[config.mk]
export PLATFORM = sky130hd
export DESIGN_NAME = dbus_bridge
export DESIGN_NICKNAME = d
export VERILOG_FILES = /design/src/rtl/dbus_bridge.sv
export SDC_FILE = /design/constraint.sdc
export NUM_CORES = 1
export LEC_CHECK = 0
export CAP_MARGIN = 15
export CORE_AREA = 2 2 125 127
export DETAILED_ROUTE_END_ITERATION = 8
export DIE_AREA = 0 0 127 129
export PLACE_DENSITY_LB_ADDON = 0.15
export SETUP_SLACK_MARGIN = 0.5
export SLEW_MARGIN = 20
export SYNTH_ARGS = -nofsm -noshare
export SYNTH_HDL_FRONTEND = slang
export SYNTH_SLANG_ARGS = --single-unit
[constraint.sdc]
create_clock -name clk -period 6.4 [get_ports clk]
set_clock_uncertainty 0.1 [all_clocks]
set_input_delay 1.6 -clock clk [delete_from_list [all_inputs] [get_ports clk]]
set_output_delay 1.6 -clock clk [all_outputs]
set_load 0.01 [all_outputs]
[src/rtl/dbus_bridge.sv]
// dbus_bridge: single-master to NUM_SLV-slave data-bus bridge.
// Address decode selects one slave by base/mask (lowest index wins on overlap).
// The request is latched and held on the slave side until the selected slave acks
// or the wait counter expires. The result goes back to the master as a one-cycle m_ready pulse.
// Optional feature: define DBUS_ERR_CNT_EN to build a saturating 16-bit error counter
// on err_cnt. Without that macro, err_cnt is tied to zero.
module dbus_bridge #(
  parameter int                    NUM_SLV  = 4,
  parameter logic [NUM_SLV*32-1:0] SLV_BASE = {32'h8000_2000, 32'h8000_1000,
                                               32'h8000_0000, 32'h0000_0000},
  parameter logic [NUM_SLV*32-1:0] SLV_MSK  = {{3{32'hFFFF_F000}}, 32'hFFFC_0000},
  parameter int                    TIMEOUT  = 16
) (
  input  logic                  clk,
  input  logic                  rst_n,
  input  logic                  m_req,
  input  logic                  m_wen,
  input  logic [31:0]           m_addr,
  input  logic [31:0]           m_wdata,
  input  logic [2:0]            m_mask,
  output logic                  m_ready,
  output logic [31:0]           m_rdata,
  output logic                  m_err,
  output logic [NUM_SLV-1:0]    s_sel,
  output logic                  s_wen,
  output logic [31:0]           s_addr,
  output logic [31:0]           s_wdata,
  output logic [2:0]            s_mask,
  input  logic [NUM_SLV-1:0]    s_ack,
  input  logic [NUM_SLV*32-1:0] s_rdata,
  output logic [15:0]           err_cnt
);

  localparam int         IDX_W     = (NUM_SLV > 1) ? $clog2(NUM_SLV) : 1;
  localparam logic [7:0] WAIT_LAST = 8'(TIMEOUT - 1);

  typedef enum logic [1:0] {
    IDLE,
    ACCESS,
    RESP
  } state_t;

  state_t state, state_nx;

  logic [IDX_W-1:0] idx_q, idx_nx;
  logic             wen_q, wen_nx;
  logic [31:0]      addr_q, addr_nx;
  logic [31:0]      wdata_q, wdata_nx;
  logic [2:0]       mask_q, mask_nx;
  logic [7:0]       wait_q, wait_nx;
  logic [31:0]      rdata_q, rdata_nx;
  logic             err_q, err_nx;

  logic               hit;
  logic [IDX_W-1:0]   hit_idx;
  logic [NUM_SLV-1:0] sel_oh;
  logic [31:0]        sel_rdata;
  logic               sel_ack;

  // Address decode on the live master address; first matching slot wins.
  always_comb begin
    hit     = 1'b0;
    hit_idx = '0;
    for (int unsigned i = 0; i < NUM_SLV; i++) begin
      if (!hit && ((m_addr & SLV_MSK[i*32 +: 32]) == SLV_BASE[i*32 +: 32])) begin
        hit     = 1'b1;
        hit_idx = IDX_W'(i);
      end
    end
  end

  // One-hot select and read-data mux for the latched slave index.
  always_comb begin
    sel_oh    = '0;
    sel_rdata = '0;
    for (int unsigned i = 0; i < NUM_SLV; i++) begin
      if (idx_q == IDX_W'(i)) begin
        sel_oh[i] = 1'b1;
        sel_rdata = s_rdata[i*32 +: 32];
      end
    end
  end

  // Acks from slaves other than the selected one are masked off here.
  assign sel_ack = |(s_ack & sel_oh);

  // Next-state logic and next values for the latched request and response.
  always_comb begin
    state_nx = state;
    idx_nx   = idx_q;
    wen_nx   = wen_q;
    addr_nx  = addr_q;
    wdata_nx = wdata_q;
    mask_nx  = mask_q;
    wait_nx  = wait_q;
    rdata_nx = rdata_q;
    err_nx   = err_q;
    case (state)
      IDLE: begin
        if (m_req) begin
          if (hit) begin
            idx_nx   = hit_idx;
            wen_nx   = m_wen;
            addr_nx  = m_addr;
            wdata_nx = m_wdata;
            mask_nx  = m_mask;
            wait_nx  = '0;
            state_nx = ACCESS;
          end else begin
            rdata_nx = '0;
            err_nx   = 1'b1;
            state_nx = RESP;
          end
        end
      end
      ACCESS: begin
        // An ack in the final wait cycle still completes the access successfully.
        if (sel_ack) begin
          rdata_nx = wen_q ? 32'h0 : sel_rdata;
          err_nx   = 1'b0;
          state_nx = RESP;
        end else if (wait_q == WAIT_LAST) begin
          rdata_nx = '0;
          err_nx   = 1'b1;
          state_nx = RESP;
        end else begin
          wait_nx = wait_q + 8'd1;
        end
      end
      RESP: begin
        state_nx = IDLE;
      end
      default: begin
        state_nx = IDLE;
      end
    endcase
  end

  // State register.
  always_ff @(posedge clk or negedge rst_n) begin
    if (!rst_n) begin
      state <= IDLE;
    end else begin
      state <= state_nx;
    end
  end

  // Latched request, wait counter and response registers.
  always_ff @(posedge clk or negedge rst_n) begin
    if (!rst_n) begin
      idx_q   <= '0;
      wen_q   <= 1'b0;
      addr_q  <= '0;
      wdata_q <= '0;
      mask_q  <= '0;
      wait_q  <= '0;
      rdata_q <= '0;
      err_q   <= 1'b0;
    end else begin
      idx_q   <= idx_nx;
      wen_q   <= wen_nx;
      addr_q  <= addr_nx;
      wdata_q <= wdata_nx;
      mask_q  <= mask_nx;
      wait_q  <= wait_nx;
      rdata_q <= rdata_nx;
      err_q   <= err_nx;
    end
  end

  assign m_ready = (state == RESP);
  assign m_err   = m_ready & err_q;
  assign m_rdata = m_ready ? rdata_q : 32'h0;
  assign s_sel   = (state == ACCESS) ? sel_oh : '0;
  assign s_wen   = wen_q;
  assign s_addr  = addr_q;
  assign s_wdata = wdata_q;
  assign s_mask  = mask_q;

`ifdef DBUS_ERR_CNT_EN
  logic [15:0] err_cnt_q;

  // Count error responses and hold the count at all-ones once it saturates.
  always_ff @(posedge clk or negedge rst_n) begin
    if (!rst_n) begin
      err_cnt_q <= '0;
    end else if (m_ready && err_q && (err_cnt_q != '1)) begin
      err_cnt_q <= err_cnt_q + 16'd1;
    end
  end

  assign err_cnt = err_cnt_q;
`else
  assign err_cnt = '0;
`endif

endmodule
Word level (Yosys, flattened, before mapping)
Cells that the tools add are included.
- bitwise operators: 2
- multiply operators: 0
- muxes and demuxes: 38
- divide/modulo/power cells: 0
- order comparisons: 0
- shift operators: 0
- add/subtract/negate cells: 1
- reduce and logical (&&, ||, !) cells: 15
- eq/ne operators: 15
- operators with widths (operator ; number):
    $mux 32 ; 10
    $pmux 32 s2 ; 1
    $eq 20x20->1 const B ; 3
    $logic_not 32->1 ; 1
    $mux 8 ; 4
    $pmux 8 s2 ; 1
    $mux 1 ; 13
    $mux 2 ; 6
    $ne 2x2->1 const B ; 5
    $add 8x1->8 const B ; 1
    $eq 8x4->1 const B ; 1
    $eq 2x2->1 const B ; 3
    $reduce_and 5->1 ; 1
    $and 4x4->4 ; 1
    $eq 2x1->1 const B ; 2
    $logic_not 2->1 ; 2
    $mux 4 ; 1
    $pmux 2 s2 ; 1
    $reduce_and 4->1 ; 1
    $reduce_or 4->1 ; 1
    $logic_and 1x1->1 ; 3
    $logic_not 1->1 ; 3
    $ne 3x3->1 const B ; 1
    $reduce_and 3->1 ; 1
    4 further kinds ; 4
- memory bits (writable): 0
- input bits: 203
- bits in read-only memories: 0
- latch bits: 0
- memories kept: 0
- output and inout bits: 122
- flip-flop bits (word level): 113

Depth between registers and ports, before layout
Gate-level depths: netlist of the first run.
- depth after elaboration: 14
- gate-level depth with buffers: 7

Worst setup path after synthesis of the first run
OpenSTA, ideal clock, no wires.
- path kind: input to register
- start: in m_addr[15]
- end: reg addr_q[0], in the netlist s_addr[0]
- setup time: 125 ps
- slack: 2979 ps
- stages: 6
- arrival time: 3196 ps
- cells stage by stage: or4_4 -> o21a_4 -> nor3_4 -> buf_6 -> buf_6 -> mux2_2
- longest elaborated chain between the ends: 10
- elaborated cells between the ends (all ways): 12
- classes of those cells: eq/ne (3); mux (3); reduce/logical (6)
- ends and longest elaborated chain (element ; RTL line ; source):
    start, declared ; 18 ; input logic [31:0] m_addr,
    $eq 20x20->1 ; 65 ; if (!hit && ((m_addr & SLV_MSK[i*32 +: 32]) == SLV_BASE[i*32 +: 32])) begin
    $logic_and 1x1->1 ; 65 ;
    $mux 1 ; 65 ;
    $logic_not 1->1 ; 65 ;
    $logic_and 1x1->1 ; 65 ;
    $mux 1 ; 65 ;
    $logic_not 1->1 ; 65 ;
    $logic_and 1x1->1 ; 65 ;
    $mux 1 * ; 65 ;
    $reduce_and 3->1 (no line) * ; n/a ;
    end signal, assigned ; 162 ; addr_q <= addr_nx;
    end, declared ; 47 ; logic [31:0] addr_q, addr_nx;
Mark *: on every way between the ends. The rest lies on a longest branch, timed or not.
A chain may end at the register's enable or synchronous reset.

Worst setup path after layout of the first run
- start: reg state[0]
- end: out m_rdata[13]
- longest elaborated chain between the ends: 2
- ends and longest elaborated chain (element ; RTL line ; source):
    start, declared ; 43 ; state_t state, state_nx;
    start signal, assigned ; 144 ; state <= state_nx;
    $eq 2x2->1 ; 171 ; assign m_ready = (state == RESP);
    $mux 32 ; 173 ; assign m_rdata = m_ready ? rdata_q : 32'h0;
    end, declared ; 22 ; output logic [31:0] m_rdata,
Every way passes these cells.

==> results of run 1 <==
-- state kept, by name (all words and copies together), names as in the netlist --
name and flops:
err_q 1, idx_q 2, rdata_q 32, s_addr 32
s_mask 3, s_wdata 32, s_wen 1, state 2
wait_q 8
-- Yosys cell counts (4+ instances only) --
library cell,n
a21oi_1,35
and2_1,35
and2b_1,4
and4b_1,32
buf_2,7
buf_4,16
buf_6,6
clkbuf_1,20
dfrtp_1,113
mux2_2,56
mux4_2,33
nand2_1,8
nor2_1,73
nor2b_1,12
nor3_1,4
nor4_1,7
-- per-stage QoR --
step | hold slack, ns | utilization | cells
after floorplan | 0.3644 | - | 515
after global placement | 0.3786 | 0.6087 | 963
after detailed placement | 0.3752 | 0.6090 | 963
after CTS | 0.3961 | 0.6442 | 992
after global routing | 0.4037 | 0.6442 | 992
final | 0.3912 | 0.6442 | 992
-- layout make-up --
| cell class | count | area [sq um] | area share |
|---|---|---|---|
| flip-flops and latches | 113 | 2830 | 0.2933 |
| inverters | 1 | 3.754 | 0.0003891 |
| well taps | 188 | 235.2 | 0.02438 |
| multi-input cells | 348 | 2922 | 0.3028 |
| clock buffers | 22 | 464.2 | 0.04811 |
| clock inverters | 7 | 62.56 | 0.006484 |
| repair buffers | 313 | 3131 | 0.3245 |
-- cells in the final DEF (no fill, tap or decap), drive strengths merged, types with 2 or more instances in the layout --
master and count:
a21bo 2, conb 16, and2b 4, nand4 2, clkinv 5, and3 2
nor3 5, dfrtp 113, nor2 73, nand2b 2, xnor2 3, nor4 7
nor2b 12, clkdlybuf4s50 307, o211ai 2, mux4 33, and4b 32, clkbuf 22
buf 6, nand2 8, mux2 56, a21oi 35, and2 35, nand3 2
-- worst max-delay path, cell delays in order (launching register included) --
cell             delay, ns
dfrtp_1               0.49
nor2b_4               0.61
and2_1                0.28
clkdlybuf4s50_1       0.55
-- routing by layer --
layer	global-route usage	wire [um]
met1	0.2903	7526
met2	0.4130	9950
met3	0.08690	1776
met4	0.07240	250
met5	0	0
-- power by group through the flow --
stage | Combinational, mW | Sequential (mW) | Clock (mW)
floorplan | 0.343 | 0.842 | 0
global placement | 0.594 | 0.858 | 0
detailed placement | 0.616 | 0.864 | 0
CTS | 0.619 | 0.853 | 0.865
global route | 0.677 | 0.863 | 0.899
finish | 0.611 | 0.853 | 0.845
-- cell families (layout without fill, tap and decap cells) --
family,after synthesis,after routing
and+or+nand+nor,188,188
DFF,113,113
buffers and inverters,54,343
xor gates and xnor gates,3,3
other,1,16
AOI/OAI and AO/OA,50,50
muxes,90,90
adders and majority gates,1,1
-- path summary, 6_finish.rpt --
kind | start | cells past startpoint | endpoint
setup / recovery | state[0] | 3 | m_rdata[13]
hold / removal | s_addr[21] | 1 | s_addr[21]
setup reg to reg | idx_q[1] | 4 | wait_q[2]
hold reg to reg | s_addr[21] | 1 | s_addr[21]
max in group asynchronous | rst_n | 2 | idx_q[0]
min in group asynchronous | rst_n | 1 | s_wdata[19]
==> metrics.md, run 1 <==
| Metric | Value |
|---|---|
| Total grt overflow | 0 |
| Reg power frac | 0.369 |
| Sw Ratio | 0.2875 |
| Pins Over Slew Limit | 0 |
| Final Cycle Share | 0.6333 |
| Max cap viols | 0 |
| Nets | 998 |
| Placement Cell Area | 9121 sq um |
| Placer Congestion | 0.8027 |
| Total Power | 2.309 mW |
| Int Pwr | 1.645 mW |
| Vias | 5,147 |
| # DRC | 0 |
| Vias/cell | 5.189 |
| H-tree depth | 4 |
| Arr. time, crit path | 2.35 ns |
| Synth top area cells | dfrtp_1, mux4_2, mux2_2 |
| I/O Buffers | 308 |
| Clock sinks | 113 |
| Setup TNS Final | 0 ns |
| Final WL | 19,500 um |
| Initial Util | 0.4021 |
| Max Root-Sink Buffers | 2 |
| Reg2Reg Setup Slack | 3.51 ns |
| Io pins | 325 |
| CTS tree | done |
| Simple-gate area share of the yosys netlist | 0.1845 |
| CTS Buf Count | 17 |
| Number of distinct library cells after synthesis | 45 |
| Initial antenna violation count | 1 |
| Reg clk slew, reported paths | 0.05 ns |
| Crit-path max FO | 34 |
| DP Worst Slack | 1.967 ns |
| Setup ws final | 2.347 ns |
| Seq cells post-synth | 113 |
| Clock Root Buffer | clkbuf_16 |
| Height of the die | 129 um |
| CP Class | register to output pin |
| Clock power share | 0.366 |
| Crit path launch type | register |
| Status | completed |
| Per-cell routed wire length | 19.66 um |
| Worst-Skew Late Latency | 0.40 ns |
| Area growth syn-to-layout | 60.21% |
| Hold_buf cts | 0 |
| Sequential share of the synthesized area | 0.4696 |
| Top_reg_cell synth | dfrtp_1 |
| Detail Route Antenna Nets | 0 |
| Die Width | 127 um |
| Peak Freq | 246.7 MHz |
| Compound-Gate Fraction of Synth Area | 0.05090 |
| Drt first pass iters | 6 |
| First-pass GRT wire length | 30,220 um |
| Slew HR | 0.3332 |
| Pin count of the biggest net entering global routing | 64 |
| RSZ-0062 raised after global routing | false |
| Post-synthesis xor/xnor area fraction | 0.004363 |
| VDD IR max | 0.1386 mV |
| Post-DP HPWL | 14,340 um |
| Final setup violating endpoints | 0 |
| Net Switching | 663.8 uW |
| Asr flop ratio synth | 1.000 |
| Mux cell area share after synthesis | 0.2298 |
| Design area | 9648 sq um |
| Post-synth top area share | 0.4696 |
| Vias in the first global route | 5,450 |
| Yosys warning count | 0 |
| Core area | 14,980 sq um |
| Leakage | 4.144 nW |
| Fraction of layout cells with a size suffix above 1 | 0.1629 |
| Largest family of logic cells by synthesized area | multiplexers |
| # resized after CTS | 0 |
| Number of fill cells | 1,197 |
| Synthesized area | 6022 sq um |
| Synth area leader | dfrtp_1 |
| Worst Setup End Kind | output pin |
| Post-synth EDFFs | 0 |
| Post-CTS Setup Inserts | 0 |
| Rows | 45 |
| Starting DRT DRC Count | 266 |
| Critical Path RT | 4.70 ns |
| Least-Margin Pin Slew | 1.000 ns |
| HP Class | register to register |
| Post-synthesis cell count | 500 |
| Adder-Cell Fraction of Synth Area | 0.002078 |
| Antenna fix cells | 0 |
| Post-layout minimum cycle time | 4.053 ns |
| Comb pwr share | 0.265 |
| Die area | 16,380 sq um |
| Power per cell area | 239.3 nW/um^2 |
| Hold Violations, Final | 0 |
| Total track usage | 0.2422 |
| Synthesized area per cell | 12.04 sq um |
Power figures use the tool's default switching activity.
==> run 2: changes to the inputs <==
Settings changed: CORE_AREA 2 2 125 127 to unset, CORE_MARGIN set to 2, CORE_UTILIZATION set to 40, DIE_AREA 0 0 127 129 to unset.
Clock period 6.4 ns to 3.8 ns, I/O delays scaled along.
==> run 2 against run 1 <==
Critical path depth grew 1. Flip-flop and latch count unchanged. Combinational power up 69%. Die area down 2.0%. Sequential share of layout area fell by 0.20 points. Via count increased by 1.4%. Worst setup slack lost 1.7 ns. Total power up 70%. Sequential power up 68%. Critical path type unchanged. Critical endpoint is now m_rdata[29].
==> metrics.md, run 2 (same netlist as run 1, synthesis figures left out) <==
| Metric | Value |
|---|---|
| Met3 WL | 1789 um |
| Rows | 44 |
| First-pass GRT wire length | 30,470 um |
| RSZ-0062 raised after global routing | false |
| Post-layout util | 0.6633 |
| Worst Setup End Kind | output pin |
| Power per cell area | 403.6 nW/um^2 |
| # DRC | 0 |
| Final setup violating endpoints | 0 |
| Max Root-Sink Buffers | 2 |
| Peak Freq | 319.2 MHz |
| Clock Root Buffer | clkbuf_16 |
| Area growth syn-to-layout | 61.29% |
| Clock sinks | 113 |
| Least-Margin Pin Slew | 0.8414 ns |
| Per-cell routed wire length | 19.73 um |
| Pins Over Slew Limit | 0 |
| Hold Violations, Final | 0 |
| Height of the die | 126.7 um |
| Commonest non-fill, non-tap cell in the layout | clkdlybuf4s50_1 |
| Hold_ws | 0.3916 ns |
| Nets | 1,003 |
| Worst-Skew Late Latency | 0.40 ns |
| Vias/cell | 5.219 |
| Critical path's largest stage delay | 0.58 ns |
| CP Class | register to output pin |
| Die area | 16,050 sq um |
| Die Width | 126.7 um |
| H-tree depth | 4 |
| Drt first pass iters | 4 |
| I/O Buffers | 308 |
| Highest Signal Layer | met4 |
| Routed met2 length | 9784 um |
| Crit path cell chain | nor2b_2, buf_4, and2_1, clkdlybuf4s50_1 |
| VDD IR max | 0.2793 mV |
| Total track usage | 0.2477 |
| Reg2Reg Setup Slack | 1.29 ns |
| Vias | 5,219 |
| Post-DP HPWL | 14,550 um |
| Final Cycle Share | 0.8244 |
| Final WL | 19,730 um |
| Placed Cells | 964 |
| Core area | 14,640 sq um |
| CTS Buf Count | 17 |
| Total grt overflow | 0 |
| Initial Util | 0.4112 |
| Number of fill cells | 1,104 |
| # resized after CTS | 0 |
| Placer Congestion | 0.8243 |
| Wl on met1 | 7784 um |
| Detail Route Antenna Nets | 0 |
| Crit path launch type | register |
| Vias in the first global route | 5,532 |
| Max cap viols | 0 |
| Initial antenna violation count | 3 |
| CP max stage cell | clkdlybuf4s50_1 |
| Post-layout minimum cycle time | 3.133 ns |
| Post-CTS Setup Inserts | 0 |
| CTS tree | done |
| Starting DRT DRC Count | 337 |
| Leakage | 4.163 nW |
| Fraction of layout cells with a size suffix above 1 | 0.1700 |
| Arr. time, crit path | 2.08 ns |
| Most frequent cells in the layout | clkdlybuf4s50_1, dfrtp_1, nor2_1 |
| Critical Path RT | 2.75 ns |
| Slew HR | 0.4376 |
| Hold_buf cts | 0 |
| Setup TNS Final | 0 ns |
| Io pins | 325 |
| HP Class | register to register |
| Reg clk slew, reported paths | 0.05 ns |
| Pin count of the biggest net entering global routing | 69 |
| Crit-path max FO | 34 |
| Non-Filler Instances | 1,000 |
| Status | completed |
| Total Power | 3.920 mW |
run 2: cell types whose count changed in the layout (fill, tap and decap cells not counted), sizes merged:
| cell | delta |
|---|---|
| buf | +5 |
| clkinvlp | +4 |
| diode | +4 |
| clkinv | -1 |
run 2: worst max-delay path: cells and delay by family (launching register included):
| kind | cells | cell delay (ns) |
|---|---|---|
| buffers and inverters | 2 | 0.87 |
| DFF | 1 | 0.48 |
| and+or+nand+nor | 2 | 0.31 |
run 2: layout make-up:
cell class	instances	area, sq um	area share
repair buffers	318	3181	0.3275
multi-input cells	348	2917	0.3003
flip-flops and latches	113	2830	0.2914
clock buffers	22	454.2	0.04676
well taps	184	230.2	0.02370
clock inverters	10	87.58	0.009017
diodes	4	10.01	0.001031
inverters	1	3.754	0.0003864
run 2: path summary, 6_finish.rpt:
| kind | cells after the start | from | end |
|---|---|---|---|
| worst max-delay path | 4 | state[0] | m_rdata[29] |
| worst min-delay path | 1 | s_addr[25] | s_addr[25] |
| worst max register to register | 5 | idx_q[0] | wait_q[6] |
| worst min register to register | 1 | s_addr[25] | s_addr[25] |
| max in group asynchronous | 2 | rst_n | idx_q[1] |
| min in group asynchronous | 1 | rst_n | rdata_q[21] |
run 2: through the flow:
stage               setup slack, ns  cell area, sq um
floorplan                     1.029              6078
global placement             0.4246              9161
CTS                          0.6333              9703
finish                       0.6674              9713
detailed placement           0.3540              9161
global route                 0.5663              9708
run 2: routing by layer:
metal / GRT usage / up-vias
met1: 0.3076 / 2544
met3: 0.08140 / 24
met2: 0.4099 / 259
met5: 0 / -
met4: 0.08468 / 0
li1: - / 2392
run 2: power breakdown:
group	switching, mW	total (mW)	internal, mW
Clock	0.544	1.45	0.909
Combinational	0.506	1.03	0.528
Sequential	0.0986	1.43	1.33
